$ cat src/rtl/inert_spi_ctrl_if.sv
// Handshake between the inertial sequencer and the 16-bit SPI monarch:
// snd/cmd start a transaction, done/resp report its completion.
interface inert_spi_ctrl_if;
   logic        snd;
   logic [15:0] cmd;
   logic        done;
   logic [15:0] resp;

   modport master (output snd, output cmd, input done, input resp);
   modport slave  (input snd, input cmd, output done, output resp);
endinterface

$ cat src/rtl/inert_spi_ctrl.sv
// Inertial sensor sequencer: power-up wait, config writes, then yaw-rate reads on INT.
// Optional INERT_AVG_EN averages every 4 yaw samples before raising vld.
module inert_spi_ctrl #(
   parameter int unsigned PWRUP_CYC = 65535
) (
   input  logic             clk,
   input  logic             rst,
   input  logic             INT,
   inert_spi_ctrl_if.master spi,
   output logic             init_cmplt,
   output logic [15:0]      yaw_rt,
   output logic             vld
);

   localparam logic [15:0] PwrupLast = 16'(PWRUP_CYC - 1);
   localparam logic [15:0] CmdRdL    = 16'hA600;
   localparam logic [15:0] CmdRdH    = 16'hA700;

   typedef enum logic [2:0] {StPwrup, StCfg, StIdle, StRdL, StRdH} state_e;
   typedef enum logic [1:0] {PhIss, PhWait1, PhWait, PhGap} phase_e;

   state_e      state_q, state_d;
   phase_e      phase_q, phase_d;
   logic [15:0] pwr_cnt_q, pwr_cnt_d;
   logic [1:0]  cfg_idx_q, cfg_idx_d;
   logic        int_meta_q, int_s_q;
   logic        snd_q, snd_d;
   logic [15:0] cmd_q, cmd_d;
   logic        init_cmplt_q, init_cmplt_d;
   logic [7:0]  low_q, low_d;
   logic [15:0] yaw_q, yaw_d;
   logic        vld_q, vld_d;
   logic        xfer_done;
   logic [15:0] txn_cmd;
   logic [15:0] sample;
   logic        unused_resp;
`ifdef INERT_AVG_EN
   logic signed [17:0] acc_q, acc_d, acc_sum;
   logic [1:0]         smp_cnt_q, smp_cnt_d;
`endif

   function automatic logic [15:0] cfg_cmd(input logic [1:0] idx);
      case (idx)
         2'd0:    cfg_cmd = 16'h0D02;
         2'd1:    cfg_cmd = 16'h1053;
         2'd2:    cfg_cmd = 16'h1150;
         default: cfg_cmd = 16'h1460;
      endcase
   endfunction

   assign sample      = {spi.resp[7:0], low_q};
   assign unused_resp = ^spi.resp[15:8];
`ifdef INERT_AVG_EN
   assign acc_sum = acc_q + {{2{sample[15]}}, sample};
`endif

   always_comb begin
      case (state_q)
         StRdL:   txn_cmd = CmdRdL;
         StRdH:   txn_cmd = CmdRdH;
         default: txn_cmd = cfg_cmd(cfg_idx_q);
      endcase
   end

   always_comb begin
      state_d      = state_q;
      phase_d      = phase_q;
      pwr_cnt_d    = pwr_cnt_q;
      cfg_idx_d    = cfg_idx_q;
      snd_d        = 1'b0;
      cmd_d        = cmd_q;
      init_cmplt_d = init_cmplt_q;
      low_d        = low_q;
      yaw_d        = yaw_q;
      vld_d        = 1'b0;
      xfer_done    = 1'b0;
`ifdef INERT_AVG_EN
      acc_d        = acc_q;
      smp_cnt_d    = smp_cnt_q;
`endif

      case (state_q)
         StPwrup: begin
            pwr_cnt_d = pwr_cnt_q + 16'd1;
            if (pwr_cnt_q == PwrupLast) begin
               state_d   = StCfg;
               phase_d   = PhIss;
               cfg_idx_d = 2'd0;
               snd_d     = 1'b1;
               cmd_d     = cfg_cmd(2'd0);
            end
         end
         StIdle: begin
            if (int_s_q) begin
               state_d = StRdL;
               phase_d = PhIss;
               snd_d   = 1'b1;
               cmd_d   = CmdRdL;
            end
         end
         StCfg, StRdL, StRdH: begin
            case (phase_q)
               PhIss:   phase_d = PhWait1;
               // done can still be high from the previous frame here
               PhWait1: phase_d = PhWait;
               PhWait:  xfer_done = spi.done;
               PhGap: begin
                  snd_d   = 1'b1;
                  cmd_d   = txn_cmd;
                  phase_d = PhIss;
               end
            endcase
         end
         default: begin
            state_d   = StPwrup;
            pwr_cnt_d = '0;
         end
      endcase

      // Chained transactions pass through PhGap so done never abuts the next snd
      if (xfer_done) begin
         phase_d = PhGap;
         case (state_q)
            StCfg: begin
               if (cfg_idx_q == 2'd3) begin
                  init_cmplt_d = 1'b1;
                  state_d      = StIdle;
               end else begin
                  cfg_idx_d = cfg_idx_q + 2'd1;
               end
            end
            StRdL: begin
               low_d   = spi.resp[7:0];
               state_d = StRdH;
            end
            StRdH: begin
               state_d = StIdle;
`ifdef INERT_AVG_EN
               smp_cnt_d = smp_cnt_q + 2'd1;
               if (smp_cnt_q == 2'd3) begin
                  // acc_sum[17:2] is acc_sum >>> 2 truncated to 16 bits
                  yaw_d = acc_sum[17:2];
                  vld_d = 1'b1;
                  acc_d = '0;
               end else begin
                  acc_d = acc_sum;
               end
`else
               yaw_d = sample;
               vld_d = 1'b1;
`endif
            end
            default: ;
         endcase
      end
   end

   always_ff @(posedge clk) begin
      if (rst) begin
         state_q      <= StPwrup;
         phase_q      <= PhIss;
         pwr_cnt_q    <= '0;
         cfg_idx_q    <= '0;
         int_meta_q   <= 1'b0;
         int_s_q      <= 1'b0;
         snd_q        <= 1'b0;
         cmd_q        <= '0;
         init_cmplt_q <= 1'b0;
         low_q        <= '0;
         yaw_q        <= '0;
         vld_q        <= 1'b0;
`ifdef INERT_AVG_EN
         acc_q        <= '0;
         smp_cnt_q    <= '0;
`endif
      end else begin
         state_q      <= state_d;
         phase_q      <= phase_d;
         pwr_cnt_q    <= pwr_cnt_d;
         cfg_idx_q    <= cfg_idx_d;
         int_meta_q   <= INT;
         int_s_q      <= int_meta_q;
         snd_q        <= snd_d;
         cmd_q        <= cmd_d;
         init_cmplt_q <= init_cmplt_d;
         low_q        <= low_d;
         yaw_q        <= yaw_d;
         vld_q        <= vld_d;
`ifdef INERT_AVG_EN
         acc_q        <= acc_d;
         smp_cnt_q    <= smp_cnt_d;
`endif
      end
   end

   assign spi.snd    = snd_q;
   assign spi.cmd    = cmd_q;
   assign init_cmplt = init_cmplt_q;
   assign yaw_rt     = yaw_q;
   assign vld        = vld_q;

endmodule

$ cat src/flat_wrapper.sv
// flat-port wrapper written by rule: the top's interface ports become plain ports
module inert_spi_ctrl_flat 
#(
   parameter int unsigned PWRUP_CYC = 65535
)
  (clk, rst, INT, init_cmplt, yaw_rt, vld, spi_snd, spi_cmd, spi_done, spi_resp);
  inert_spi_ctrl_if spi_i ();
  input  logic clk;
  input  logic rst;
  input  logic INT;
  output logic init_cmplt;
  output logic [15:0] yaw_rt;
  output logic vld;
  output wire logic [$bits(spi_i.snd)-1:0] spi_snd;
  output wire logic [$bits(spi_i.cmd)-1:0] spi_cmd;
  input wire logic [$bits(spi_i.done)-1:0] spi_done;
  input wire logic [$bits(spi_i.resp)-1:0] spi_resp;
  assign spi_snd = spi_i.snd;
  assign spi_cmd = spi_i.cmd;
  assign spi_i.done = spi_done;
  assign spi_i.resp = spi_resp;
  inert_spi_ctrl #(.PWRUP_CYC(PWRUP_CYC)) u_core (.clk(clk), .rst(rst), .INT(INT), .spi(spi_i), .init_cmplt(init_cmplt), .yaw_rt(yaw_rt), .vld(vld));
endmodule
$ cat config.mk
export PLATFORM = sky130hd
export DESIGN_NAME = inert_spi_ctrl_flat
export DESIGN_NICKNAME = d
export VERILOG_FILES = /design/src/rtl/inert_spi_ctrl_if.sv /design/src/rtl/inert_spi_ctrl.sv /design/src/flat_wrapper.sv
export SDC_FILE = /design/constraint.sdc
export NUM_CORES = 1
export LEC_CHECK = 0
export ABC_AREA = 1
export CAP_MARGIN = 20
export CORE_MARGIN = 2
export CORE_UTILIZATION = 30
export CTS_CLUSTER_DIAMETER = 80
export DETAILED_ROUTE_END_ITERATION = 16
export SETUP_SLACK_MARGIN = 0.05
export SLEW_MARGIN = 20
export SYNTH_ARGS = -nofsm -noshare
export SYNTH_HDL_FRONTEND = slang
export SYNTH_SLANG_ARGS = --single-unit
$ cat constraint.sdc
create_clock -name clk -period 1.6 [get_ports clk]
set_input_delay 0.24 -clock clk [delete_from_list [all_inputs] [get_ports clk]]
set_output_delay 0.24 -clock clk [all_outputs]
set_load 0.005 [all_outputs]
==> parameters.txt <==
Parameter                              Value

Status
  Run status    completed

Run
  Maximum capacitance violations    0

Floorplan
  Count of standard-cell rows    36
  Die span in y    103 um
  Effective utilization at floorplan    0.304
  Die Width    103 um
  CORE AREA    9640 sq um
  Die ar.    10600 sq um
  # IOs    55

Placed design
  Placer congestion estimate    0.806
  Port buffer count    42
  HPWL after detailed placement    5050 um
  Area of placed instances    3660 sq um

Logic synthesis
  Post-Syn Instances    403
  Post-synthesis xor/xnor area fraction    0
  Top-area cell type share of the netlist area    0.417
  Yosys warning count    0
  Proportion of register bits with asynchronous set or reset after synthesis    0
  Main combinational cell family by area after synthesis    simple AND/OR/NAND/NOR gates
  Yosys reg bits    61
  Cell types occupying the most area after synthesis    dfxtp_1, nand2_1, a21oi_1, nand3_1, nor2_1
  Largest area contributor in the synthesized netlist    dfxtp_1
  Number of enable-type register cells in the synthesized netlist    0
  Count of unique library cells instantiated by Yosys    35
  Part of the Yosys area used for sequential elements    0.417
  Fraction of the mapped netlist area in adder cells    0.0342
  Mean cell area of the mapped netlist    7.26 sq um
  Post-synthesis instance area    2930 sq um
  Mux contribution to synthesized area    0
  Simple-gate share of the synthesized area    0.309
  Flip-flop cell with the highest count after synthesis    dfxtp_1
  Complex-gate fraction of the synthesized area    0.134

Critical path
  Signal arrival time at the worst endpoint    1240 ps
  Data required time at the worst endpoint    1360 ps
  Kind of start point of the critical path    flip-flop
  Crit path max fanout    4
  Critical path type    flip-flop to output port
  Max stage delay on crit path    520 ps
  Crit-path slowest cell    clkdlybuf4s50_1
  Crit path cell chain    clkdlybuf4s50_1
  Worst Path Buf+Inv    1
  Slack of the worst reg-to-reg path    130 ps
  Endpoint class of the critical path    output port
  Cell family with the largest share of critical-path delay    buffers and inverters

STA
  Period utilization    0.923
  Max Transition Viols Final    0
  Clock tree skew after final layout    12.0 ps
  RSZ-0062 raised after global routing    yes
  Highest clock frequency the design can meet    677 MHz
  Number of setup violations in the final report    0
  Actual slew at the worst max-slew pin    518 ps
  Final critical path time including I/O delays and setup    1480 ps
  Final hold vios    0
  Hold Slack    404 ps
  Worst relative slew slack    0.655

Pwr
  Internal Pwr Total    2610 uW
  Portion of total power attributed to the clock network    0.511
  Total power of the final layout    3340 uW
  Power Density    833 nW/um^2
  Switching Power    727 uW
  Pleak    0.00156 uW
  Fraction of power consumed by combinational cells    0.028
  Sequential share of power    0.460
  VDD IR max    455 uV
  Switching share of power    0.218

Route
  Routed vias    2830
  First-pass iteration count of the detailed router    4
  Total wirelength of the detailed-routed design    7270 um
  DRC marker count from the first detailed-route iteration    98
  Via-per-instance ratio    4.60
  Antenna viol nets, final    0
  Mean routed wirelength per cell    11.8 um
  Post-route DRC violation count    0

CTS
  Post-CTS setup buffer count    0
  Post-cts hold buffer count    0
  Clock net sink count    61
  Number of buffers on the longest clock path    2
  Clock tree from TritonCTS    built
  Clock transition at the registers of the reported paths    70 ps
  Insertion delay to the later sink of the worst-skew pair    350 ps
  H-tree level count    3
  Number of clock buffers inserted by TritonCTS    9
  Buffer cell driving the clock tree root    clkbuf_8

Layout
  Fraction of final layout cells with drive strength greater than 1    0.199
  Antenna diode count    0
  Area of the multi-input gates    1490 sq um
  Final design instance area without fill    4010 sq um
  Synth-to-layout area growth    36.9%
  Net count of the finished layout    505
  Filler instances    1008
  FF/Latch Area    1230 sq um

Global routing
  Global-route total usage across every layer    0.147
  Number of antenna violations at the first check in global routing    0
  Remaining Overflow, GRT    0
  Via count of the first global-routing pass    2700
  First-pass GRT wire length    12200 um
  Maximum number of pins on one net before global-route repair    49

Min path
  Min-Delay Path Class    input pin to flip-flop
routing by layer:
| layer | global-route usage | routed length, um |
|---|---|---|
| met1 | 0.182 | 3460 |
| met2 | 0.238 | 3420 |
| met4 | 0.0698 | 75 |
| met3 | 0.0373 | 325 |
| met5 | 0 | 0 |
repair_timing:
item | in CTS | in global routing
endpoints found under the setup margin | 21 | 47
pin swaps | 0 | 9
resized for setup | 3 | 28
cloned | 0 | 1
power by group through the flow:
| stage | Combinational (uW) | Clock [uW] | Sequential, uW |
|---|---|---|---|
| floorplan | 51.8 | 0 | 1570 |
| global placement | 89.1 | 0 | 1570 |
| detailed placement | 89.7 | 0 | 1570 |
| CTS | 89.9 | 1760 | 1530 |
| global route | 107 | 1810 | 1540 |
| finish | 94.6 | 1710 | 1540 |
final timing paths:
path                       start           endpoint  depth (start not counted)
max reg2reg  u_core.pwr_cnt_q[0]  u_core.phase_q[1]                         10
min reg2reg    u_core.int_meta_q     u_core.int_s_q                          2
max           u_core.spi.cmd[13]        spi_cmd[13]                          1
min                          rst  u_core.phase_q[0]                          4
sequential cells by signal (all words and copies together), names as in the netlist:
signal and cells:
u_core.phase_q 2, u_core.int_s_q 1, u_core.yaw_rt 16, u_core.spi.snd 1, u_core.state_q 3, u_core.spi.cmd 9, u_core.init_cmplt 1, u_core.vld 1
u_core.low_q 8, u_core.int_meta_q 1, u_core.cfg_idx_q 2, u_core.pwr_cnt_q 16
final cells by class:
class	count	area share
clock buffer	9	0.0309
clock inverter	7	0.0309
inverter	37	0.0359
multi-input combinational	287	0.372
sequential	61	0.306
tap	133	0.0415
timing repair buffer	81	0.183
placed cells by master, fill, tap and decap left out, types with 15 or more instances in the layout:
| cell | count |
|---|---|
| inv_1 | 29 |
| a21oi_1 | 48 |
| nand4_1 | 15 |
| nor2_1 | 36 |
| dfxtp_1 | 56 |
| nand2_1 | 86 |
| nand3_1 | 35 |
| o21ai_0 | 18 |
| clkdlybuf4s50_1 | 41 |
| buf_4 | 35 |
cells in the mapped netlist, types with 2 or more instances:
library cell  instances
nand4_1              15
nand2_2               7
buf_2                 3
nand3_1              37
nor2_1               41
buf_4                 9
dfxtp_1              61
inv_2                 2
o21ai_0              19
buf_6                 2
a21oi_1              48
inv_1                33
clkbuf_1              5
nand2_1              87
nand3_2               2
clkinv_1              2
a31oi_1               2
or2_2                 3
nor2_2                2
ha_1                  8
metrics by stage:
| step | cells | setup TNS, ps | utilization | setup slack [ps] |
|---|---|---|---|---|
| 2_1_floorplan | 406 | 0 | - | 187 |
| 3_3_place_gp | 598 | -1980 | 0.380 | -105 |
| 3_5_place_dp | 598 | -2030 | 0.380 | -115 |
| 4_1_cts | 614 | 0 | 0.407 | 33.6 |
| 5_1_grt | 615 | 0 | 0.416 | 26.3 |
| 6_report | 615 | 0 | 0.416 | 124 |
cell families (layout without fill, tap and decap cells):
kind of cell / Yosys count / count (layout)
adders and majority gates: 8 / 8
DFF: 61 / 61
AOI/OAI and AO/OA: 75 / 75
other: 1 / 4
and+or+nand+nor: 199 / 200
buffers and inverters: 59 / 134
Note: power is estimated with default switching activity, not from simulation.
